==> config.mk <==
export PLATFORM = sky130hd
export DESIGN_NAME = rev_universal_shift_reg_flat
export DESIGN_NICKNAME = d
export VERILOG_FILES = /design/src/rtl/rev_usr_pkg.sv /design/src/rtl/rev_universal_shift_reg_if.sv /design/src/rtl/rev_usr_cell.sv /design/src/rtl/rev_universal_shift_reg.sv /design/src/flat_wrapper.sv
export SDC_FILE = /design/constraint.sdc
export NUM_CORES = 1
export LEC_CHECK = 0
export CORE_MARGIN = 2
export CORE_UTILIZATION = 24
export CTS_BUF_LIST = sky130_fd_sc_hd__clkbuf_8
export CTS_CLUSTER_SIZE = 12
export DETAILED_ROUTE_END_ITERATION = 8
export SETUP_SLACK_MARGIN = 0.3
export SYNTH_ARGS = -nofsm -noshare
export SYNTH_HDL_FRONTEND = slang
export SYNTH_SLANG_ARGS = --single-unit
export TNS_END_PERCENT = 100
==> constraint.sdc <==
create_clock -name clk -period 2.52 [get_ports clk]
set_input_delay 0.504 -clock clk [delete_from_list [all_inputs] [get_ports clk]]
set_output_delay 0.504 -clock clk [all_outputs]
set_load 0.01 [all_outputs]
==> src/rtl/rev_usr_pkg.sv <==
// rev_usr_pkg: shared mode and FSM encodings for the reversible universal shift register
package rev_usr_pkg;
  typedef enum logic [1:0] {
    MODE_HOLD = 2'b00,
    MODE_SHR  = 2'b01,
    MODE_SHL  = 2'b10,
    MODE_LOAD = 2'b11
  } mode_t;
  typedef enum logic [1:0] {
    S_IDLE = 2'b00,
    S_RUN  = 2'b01,
    S_DONE = 2'b10
  } state_t;
endpackage

==> src/rtl/rev_universal_shift_reg_if.sv <==
// rev_universal_shift_reg_if: command, serial and register-output bundle of the shift register
interface rev_universal_shift_reg_if #(parameter int WIDTH = 4, parameter int CNT_W = 3);
  logic             cmd_valid;
  logic             cmd_ready;
  logic [1:0]       cmd_mode;
  logic [CNT_W-1:0] cmd_count;
  logic [WIDTH-1:0] par_in;
  logic             ser_in_r;
  logic             ser_in_l;
  logic [WIDTH-1:0] q;
  logic [WIDTH-1:0] qn;
  logic             ser_out_r;
  logic             ser_out_l;
  logic             busy;
  logic             done;
  modport master (output cmd_valid, cmd_mode, cmd_count, par_in, ser_in_r, ser_in_l,
                  input cmd_ready, q, qn, ser_out_r, ser_out_l, busy, done);
  modport slave  (input cmd_valid, cmd_mode, cmd_count, par_in, ser_in_r, ser_in_l,
                  output cmd_ready, q, qn, ser_out_r, ser_out_l, busy, done);
endinterface

==> src/rtl/rev_usr_cell.sv <==
// rev_usr_cell: one register bit, 4:1 mode mux feeding a dual-rail D flop
import rev_usr_pkg::*;
module rev_usr_cell (
  input  logic  clk,
  input  logic  rst,
  input  mode_t mode,
  input  logic  from_left,
  input  logic  from_right,
  input  logic  load_d,
  output logic  q,
  output logic  qn
);
  logic d;
  always_comb d = mode == MODE_SHR ? from_left : mode == MODE_SHL ? from_right : mode == MODE_LOAD ? load_d : q;
  always_ff @(posedge clk) begin
    q  <= rst ? 1'b0 : d;
    qn <= rst ? 1'b1 : ~d;
  end
endmodule

==> src/rtl/rev_universal_shift_reg.sv <==
// rev_universal_shift_reg: command-driven universal shift register with step FSM and down-counter
import rev_usr_pkg::*;
module rev_universal_shift_reg #(parameter int WIDTH = 4, parameter int CNT_W = 3) (
  input logic clk,
  input logic rst,
  rev_universal_shift_reg_if.slave bus
);
  state_t           state;
  mode_t            mode_r;
  mode_t            cell_mode;
  logic [CNT_W-1:0] remaining;
  logic [WIDTH-1:0] q_w, qn_w;
  logic             accept, is_shift;
  always_comb begin
    accept    = bus.cmd_valid && state == S_IDLE;
    is_shift  = bus.cmd_mode == MODE_SHR || bus.cmd_mode == MODE_SHL;
    cell_mode = accept && bus.cmd_mode == MODE_LOAD ? MODE_LOAD : state == S_RUN ? mode_r : MODE_HOLD;
  end
  always_ff @(posedge clk) begin
    if (rst) begin
      state     <= S_IDLE;
      mode_r    <= MODE_HOLD;
      remaining <= '0;
    end else begin
      case (state)
        S_IDLE: if (accept) begin
          mode_r    <= mode_t'(bus.cmd_mode);
          remaining <= bus.cmd_count;
          state     <= is_shift && bus.cmd_count != '0 ? S_RUN : S_DONE;
        end
        S_RUN: begin
          remaining <= remaining - 1'b1;
          if (remaining == CNT_W'(1)) state <= S_DONE;
        end
        default: state <= S_IDLE;
      endcase
    end
  end
  for (genvar i = 0; i < WIDTH; i++) begin : g_cell
    rev_usr_cell u_cell (
      .clk        (clk),
      .rst        (rst),
      .mode       (cell_mode),
      .from_left  (i == WIDTH-1 ? bus.ser_in_r : q_w[(i+1) % WIDTH]),
      .from_right (i == 0 ? bus.ser_in_l : q_w[(i+WIDTH-1) % WIDTH]),
      .load_d     (bus.par_in[i]),
      .q          (q_w[i]),
      .qn         (qn_w[i])
    );
  end
  assign bus.q         = q_w;
  assign bus.qn        = qn_w;
  assign bus.ser_out_r = q_w[0];
  assign bus.ser_out_l = q_w[WIDTH-1];
  assign bus.cmd_ready = state == S_IDLE;
  assign bus.busy      = state != S_IDLE;
  assign bus.done      = state == S_DONE;
endmodule
==> src/flat_wrapper.sv <==
// flat-port wrapper written by rule: the top's interface ports become plain ports
module rev_universal_shift_reg_flat 
#(parameter int WIDTH = 4, parameter int CNT_W = 3)
  (clk, rst, bus_cmd_valid, bus_cmd_mode, bus_cmd_count, bus_par_in, bus_ser_in_r, bus_ser_in_l, bus_cmd_ready, bus_q, bus_qn, bus_ser_out_r, bus_ser_out_l, bus_busy, bus_done);
  rev_universal_shift_reg_if #(.WIDTH(WIDTH), .CNT_W(CNT_W)) bus_i ();
  input logic clk;
  input logic rst;
  input wire logic [$bits(bus_i.cmd_valid)-1:0] bus_cmd_valid;
  input wire logic [$bits(bus_i.cmd_mode)-1:0] bus_cmd_mode;
  input wire logic [$bits(bus_i.cmd_count)-1:0] bus_cmd_count;
  input wire logic [$bits(bus_i.par_in)-1:0] bus_par_in;
  input wire logic [$bits(bus_i.ser_in_r)-1:0] bus_ser_in_r;
  input wire logic [$bits(bus_i.ser_in_l)-1:0] bus_ser_in_l;
  output wire logic [$bits(bus_i.cmd_ready)-1:0] bus_cmd_ready;
  output wire logic [$bits(bus_i.q)-1:0] bus_q;
  output wire logic [$bits(bus_i.qn)-1:0] bus_qn;
  output wire logic [$bits(bus_i.ser_out_r)-1:0] bus_ser_out_r;
  output wire logic [$bits(bus_i.ser_out_l)-1:0] bus_ser_out_l;
  output wire logic [$bits(bus_i.busy)-1:0] bus_busy;
  output wire logic [$bits(bus_i.done)-1:0] bus_done;
  assign bus_i.cmd_valid = bus_cmd_valid;
  assign bus_i.cmd_mode = bus_cmd_mode;
  assign bus_i.cmd_count = bus_cmd_count;
  assign bus_i.par_in = bus_par_in;
  assign bus_i.ser_in_r = bus_ser_in_r;
  assign bus_i.ser_in_l = bus_ser_in_l;
  assign bus_cmd_ready = bus_i.cmd_ready;
  assign bus_q = bus_i.q;
  assign bus_qn = bus_i.qn;
  assign bus_ser_out_r = bus_i.ser_out_r;
  assign bus_ser_out_l = bus_i.ser_out_l;
  assign bus_busy = bus_i.busy;
  assign bus_done = bus_i.done;
  rev_universal_shift_reg #(.WIDTH(WIDTH), .CNT_W(CNT_W)) u_core (.clk(clk), .rst(rst), .bus(bus_i));
endmodule
# Word level (Yosys, flattened, before mapping)
# Index checks and enable logic that the tools add are counted.
# classes
add_sub_neg	1
n_eq_ne	11
n_mux	20
bitwise_logic	4
reduce_logical	11
# op_table
op	n
1-bit 2-to-1 mux	12
2-bit == test (second input constant)	5
2-bit 2-to-1 mux	5
2-bit by 1-bit == test with 1-bit output (second input constant)	3
3-bit one-hot mux with 2 select lines	1
2-bit AND reduction	3
1-bit inverter	4
2-bit one-hot mux with 2 select lines	1
2-bit nonzero test	2
3-bit by 1-bit == test with 1-bit output (second input constant)	1
1-bit logical AND	3
3-bit 2-to-1 mux	1
3-bit nonzero test	1
3-bit by 1-bit subtractor with 3-bit output (second input constant)	1
2-bit logical NOT	1
2-bit by 1-bit != test with 1-bit output (second input constant)	1
2-bit != test (second input constant)	1
1-bit logical OR	1
# totals
ff_bits	15
out_inout_bits	13

# Logic depth before layout (Yosys ltp)
# depth
depth_word	9
depth_mapped	8

# By module
# From an unflattened synthesis, not the netlist that was laid out.
# hier_totals
hier_cells	128
hier_area_um2	1138.6
# by_module_without_submodules
module	n_inst	cells_each	area_each_um2	seq_area_each_um2
rev_usr_cell	4	19	171.4	40.0
rev_universal_shift_reg	1	52	452.9	140.1

# Least setup slack after synthesis
# Ideal clock, no wire load.
# synth_timing
kind	input to register
from	in bus_cmd_valid
to	reg u_core.g_cell[0].u_cell.qn
setup_ps	126
arrival_ps	1741
t_required_ps	2394
slack_ps	653
cell_stages	8
cell_sequence	nor2b_2 > nand2_1 > a21o_1 > ha_1 > buf_2 > or2_1 > a211oi_1 > a31oi_1
# synth_via
elab_chain_cells	8
elab_cells_between_ends	10
classes_between	eq/ne: 3; mux: 4; bitwise: 1; reduce/logical: 2
# synth_rtl
element	line	rtl
start, declared	flat_wrapper.sv:8	input wire logic [$bits(bus_i.cmd_valid)-1:0] bus_cmd_valid;
1-bit logical AND (*)	rev_universal_shift_reg.sv:15	accept = bus.cmd_valid && state == S_IDLE;
1-bit logical AND (*)	rev_universal_shift_reg.sv:17	cell_mode = accept && bus.cmd_mode == MODE_LOAD ? MODE_LOAD : state == S_RUN ? mode_r : MODE_HOLD;
2-bit 2-to-1 mux (*)	rev_universal_shift_reg.sv:17	
2-bit == test	rev_usr_cell.sv:14	always_comb d = mode == MODE_SHR ? from_left : mode == MODE_SHL ? from_right : mode == MODE_LOAD ? load_d : q;
1-bit 2-to-1 mux (2 in a row)	rev_usr_cell.sv:14	
1-bit 2-to-1 mux (*)	rev_usr_cell.sv:14	
1-bit inverter (*)	rev_usr_cell.sv:17	qn <= rst ? 1'b1 : ~d;
end signal, assigned	rev_usr_cell.sv:17	
end, declared	rev_usr_cell.sv:11	output logic qn
# Mark *: on every way between the ends. The rest lies on a longest branch, timed or not.
# A chain may end at the register's enable or synchronous reset.

==> results.py <==
metrics = {
    "synthesis": {
        "seq_area_frac_synth_pct": 29.4,
        "synthMuxAreaShare_pct": 5.88,
        "ys_types": 34,
        "syn_avg_cell_area_um2": 8.30,
        "yosys_warnings": 0,
        "synth-adder-area-share_pct": 9.80,
        "synth.area.top_cells": "dfxtp_1, ha_1, buf_4",
        "synth_top_family_by_area": "compound AO/OA/AOI/OAI gates",
        "ys_ff_latch": 15,
        "synthSimpleGateAreaFrac_pct": 15.4,
        "synth_ff_type": "dfxtp_1",
        "synth_cells": 123,
        "synth.net_count": 145,
        "syn-cell-area_um2": 1020,
        "synth_xor_area_share_pct": 0,
        "synth-compound-area-share_pct": 25.2,
        "async_flop_share_pct": 0,
        "synth_edf_count": 0,
        "synth_top_area_share_pct": 29.4,
        "yosysTopAreaCell": "dfxtp_1",
    },
    "floorplan": {
        "rows": 23,
        "chipWidth_um": 69.2,
        "boundaryPins": 27,
        "die_area_um2": 4790,
        "core_area_um2": 4060,
        "initial_core_util_pct": 25.2,
        "die_y_um": 69.2,
    },
    "sta": {
        "max_slew_margin_pct": 67.6,
        "fmax_mhz": 473,
        "rsz0062_at_grt": "yes",
        "drv_slew": 0,
        "fin_crit_ps": 2110,
        "finalSetupViolCount": 0,
        "fin_crit_sh_pct": 83.9,
        "tns_ps": 0,
        "tightest_slew_ps": 484,
        "skew_ps": 1.84,
        "setup_ws_ps": 407,
        "timing_hold_violations_final": 0,
    },
    "worst_setup_path": {
        "cp.arrival_ps": 2280,
        "r2r_start": "u_core.state[0]",
        "crit_buf_inv": 2,
        "path_cells": "clkdlybuf4s50_1 > nor2b_2 > nand2_1 > a21o_1 > ha_1 > buf_4 > a221o_1 > a31oi_1",
        "crit_required_ps": 2690,
        "start_kind": "primary input",
        "cp-startpoint": "bus_cmd_valid",
        "cp-end-kind": "register",
        "critical-path-top-delay-family": "buffers and inverters",
        "crit_slowest_cell": "clkdlybuf4s50_1",
        "cp_max_fo": 8,
        "critPathKind": "in -> reg",
        "crit_path_max_incr_delay_ps": 480,
    },
    "detailed_routing": {
        "antenna_left": 0,
        "avgViaCountPerCell": 4.94,
        "post_drt_wl_per_cell_um": 12.8,
        "dr_total_vias": 949,
        "drc": 0,
        "dr.pass1.iters": 4,
        "drt_iter0_markers": 47,
        "routed_wl_um": 2460,
    },
    "final_layout": {
        "seq_area_um2": 303,
        "multi_input_area_um2": 581,
        "layout_commonest_cell": "clkdlybuf4s50_1",
        "fin_cells": 192,
        "final_core_util_pct": 32.6,
        "nets": 165,
        "syn2layout_area_growth_pct": 29.5,
        "antennaDiodeCount": 0,
        "drive_gt1_share_pct": 11.3,
        "final_cell_mix": "clkdlybuf4s50_1, dfxtp_1, inv_1, nand2_1, nor2_1",
        "fillers": 412,
    },
    "place": {
        "gp_congestion": 0.931,
        "dpl.hpwl_um": 1910,
        "place_inst": 188,
        "io_buffers": 26,
        "post-place-ws_ps": 107,
    },
    "worst_hold_path": {
        "holdCritStartpoint": "u_core.mode_r[0]",
        "hp-class": "reg -> reg",
    },
    "cts": {
        "cts_resized": 0,
        "postCtsHoldBufs": 0,
        "numCtsBuffers": 3,
        "worstSkewPairLatency_ps": 240,
        "cts_setup_buffers": 0,
        "path_clk_slew_ps": 60,
        "clock_sinks": 15,
        "ctsRootBufferMaster": "clkbuf_8",
        "cts_max_path_buffers": 2,
        "cts_tree": "done",
        "h-tree-depth": 1,
    },
    "grt": {
        "grt_pass1_vias": 1008,
        "antenna_found_initial": 0,
        "grtUsageTotal_pct": 10.6,
        "grt_max_degree": 16,
        "grt_remaining_overflow": 0,
        "grt_pass1_wl_um": 4270,
    },
    "pwr": {
        "ir_drop_v": 0.000266,
        "p_leak_nw": 0.519,
        "powerDensity_nw_per_um2": 533,
    },
    "run": {
        "drv_cap": 0,
    },
    "outcome": {
        "status": "complete, no violations",
    },
}
==> power by group <==
| group | internal (W) | switching [W] | total, W |
|---|---|---|---|
| Clock | 0.000108 | 0.0000842 | 0.000192 |
| Combinational | 0.000119 | 0.000102 | 0.000220 |
| Sequential | 0.000264 | 0.0000287 | 0.000293 |
| Total | 0.000490 | 0.000215 | 0.000705 |
==> metrics by stage <==
step	cell area, um2	hold WS (ps)	total power [W]
after floorplan	1020	460	0.000434
after global placement	1270	484	0.000507
after detailed placement	1270	501	0.000516
after CTS	1320	518	0.000710
after global routing	1320	548	0.000751
final	1320	510	0.000705
==> routing by layer <==
metal | part of all wire, % | GRT usage (%) | up-vias | wire length, um
met1 | 41 | 11.5 | 444 | 1010
met2 | 52 | 19.4 | 41 | 1270
met4 | 0.41 | 3.27 | 0 | 10
met3 | 6.7 | 3.49 | 2 | 164
met5 | 0 | 0 | - | 0
li1 | - | - | 462 | -
==> worst paths after layout <==
path	to	slack (ps)	depth (start not counted)
worst max-delay path	register	410	8
worst min-delay path	u_core.mode_r[0]	510	2
worst max register to register	register	720	7
worst min register to register	u_core.mode_r[0]	510	2
==> cell usage after synthesis (2+ instances only) <==
master / count
a221o_1: 3
nand2b_1: 2
ha_1: 8
nand3_1: 5
o211ai_1: 2
dfxtp_1: 15
a21o_1: 2
inv_1: 10
mux2i_1: 6
nand2_1: 11
a32oi_1: 5
o21ai_0: 2
nor2_1: 9
a21oi_1: 7
buf_4: 9
nor2b_1: 2
buf_2: 5
a31oi_1: 4
==> kinds of logic after synthesis <==
family	Yosys count
compound gates	35
simple gates	33
buf+inv	26
flops	15
fa+ha+maj	8
mux	6
==> tightest hold or removal path, delay by kind of cell (launching register included) <==
kind | cells | cell delay [ps]
muxes | 1 | 70
DFF | 1 | 330
and+or+nand+nor | 1 | 70
==> layout make-up <==
cell class	instances	share of cell area, %
Clock buffer	3	3.12
Clock inverter	1	0.284
Inverter	11	3.12
Multi-Input combinational cell	82	43.9
Sequential cell	15	22.9
Tap cell	50	4.73
Timing Repair Buffer	30	21.9
Note: power is estimated with default switching activity, not from simulation.
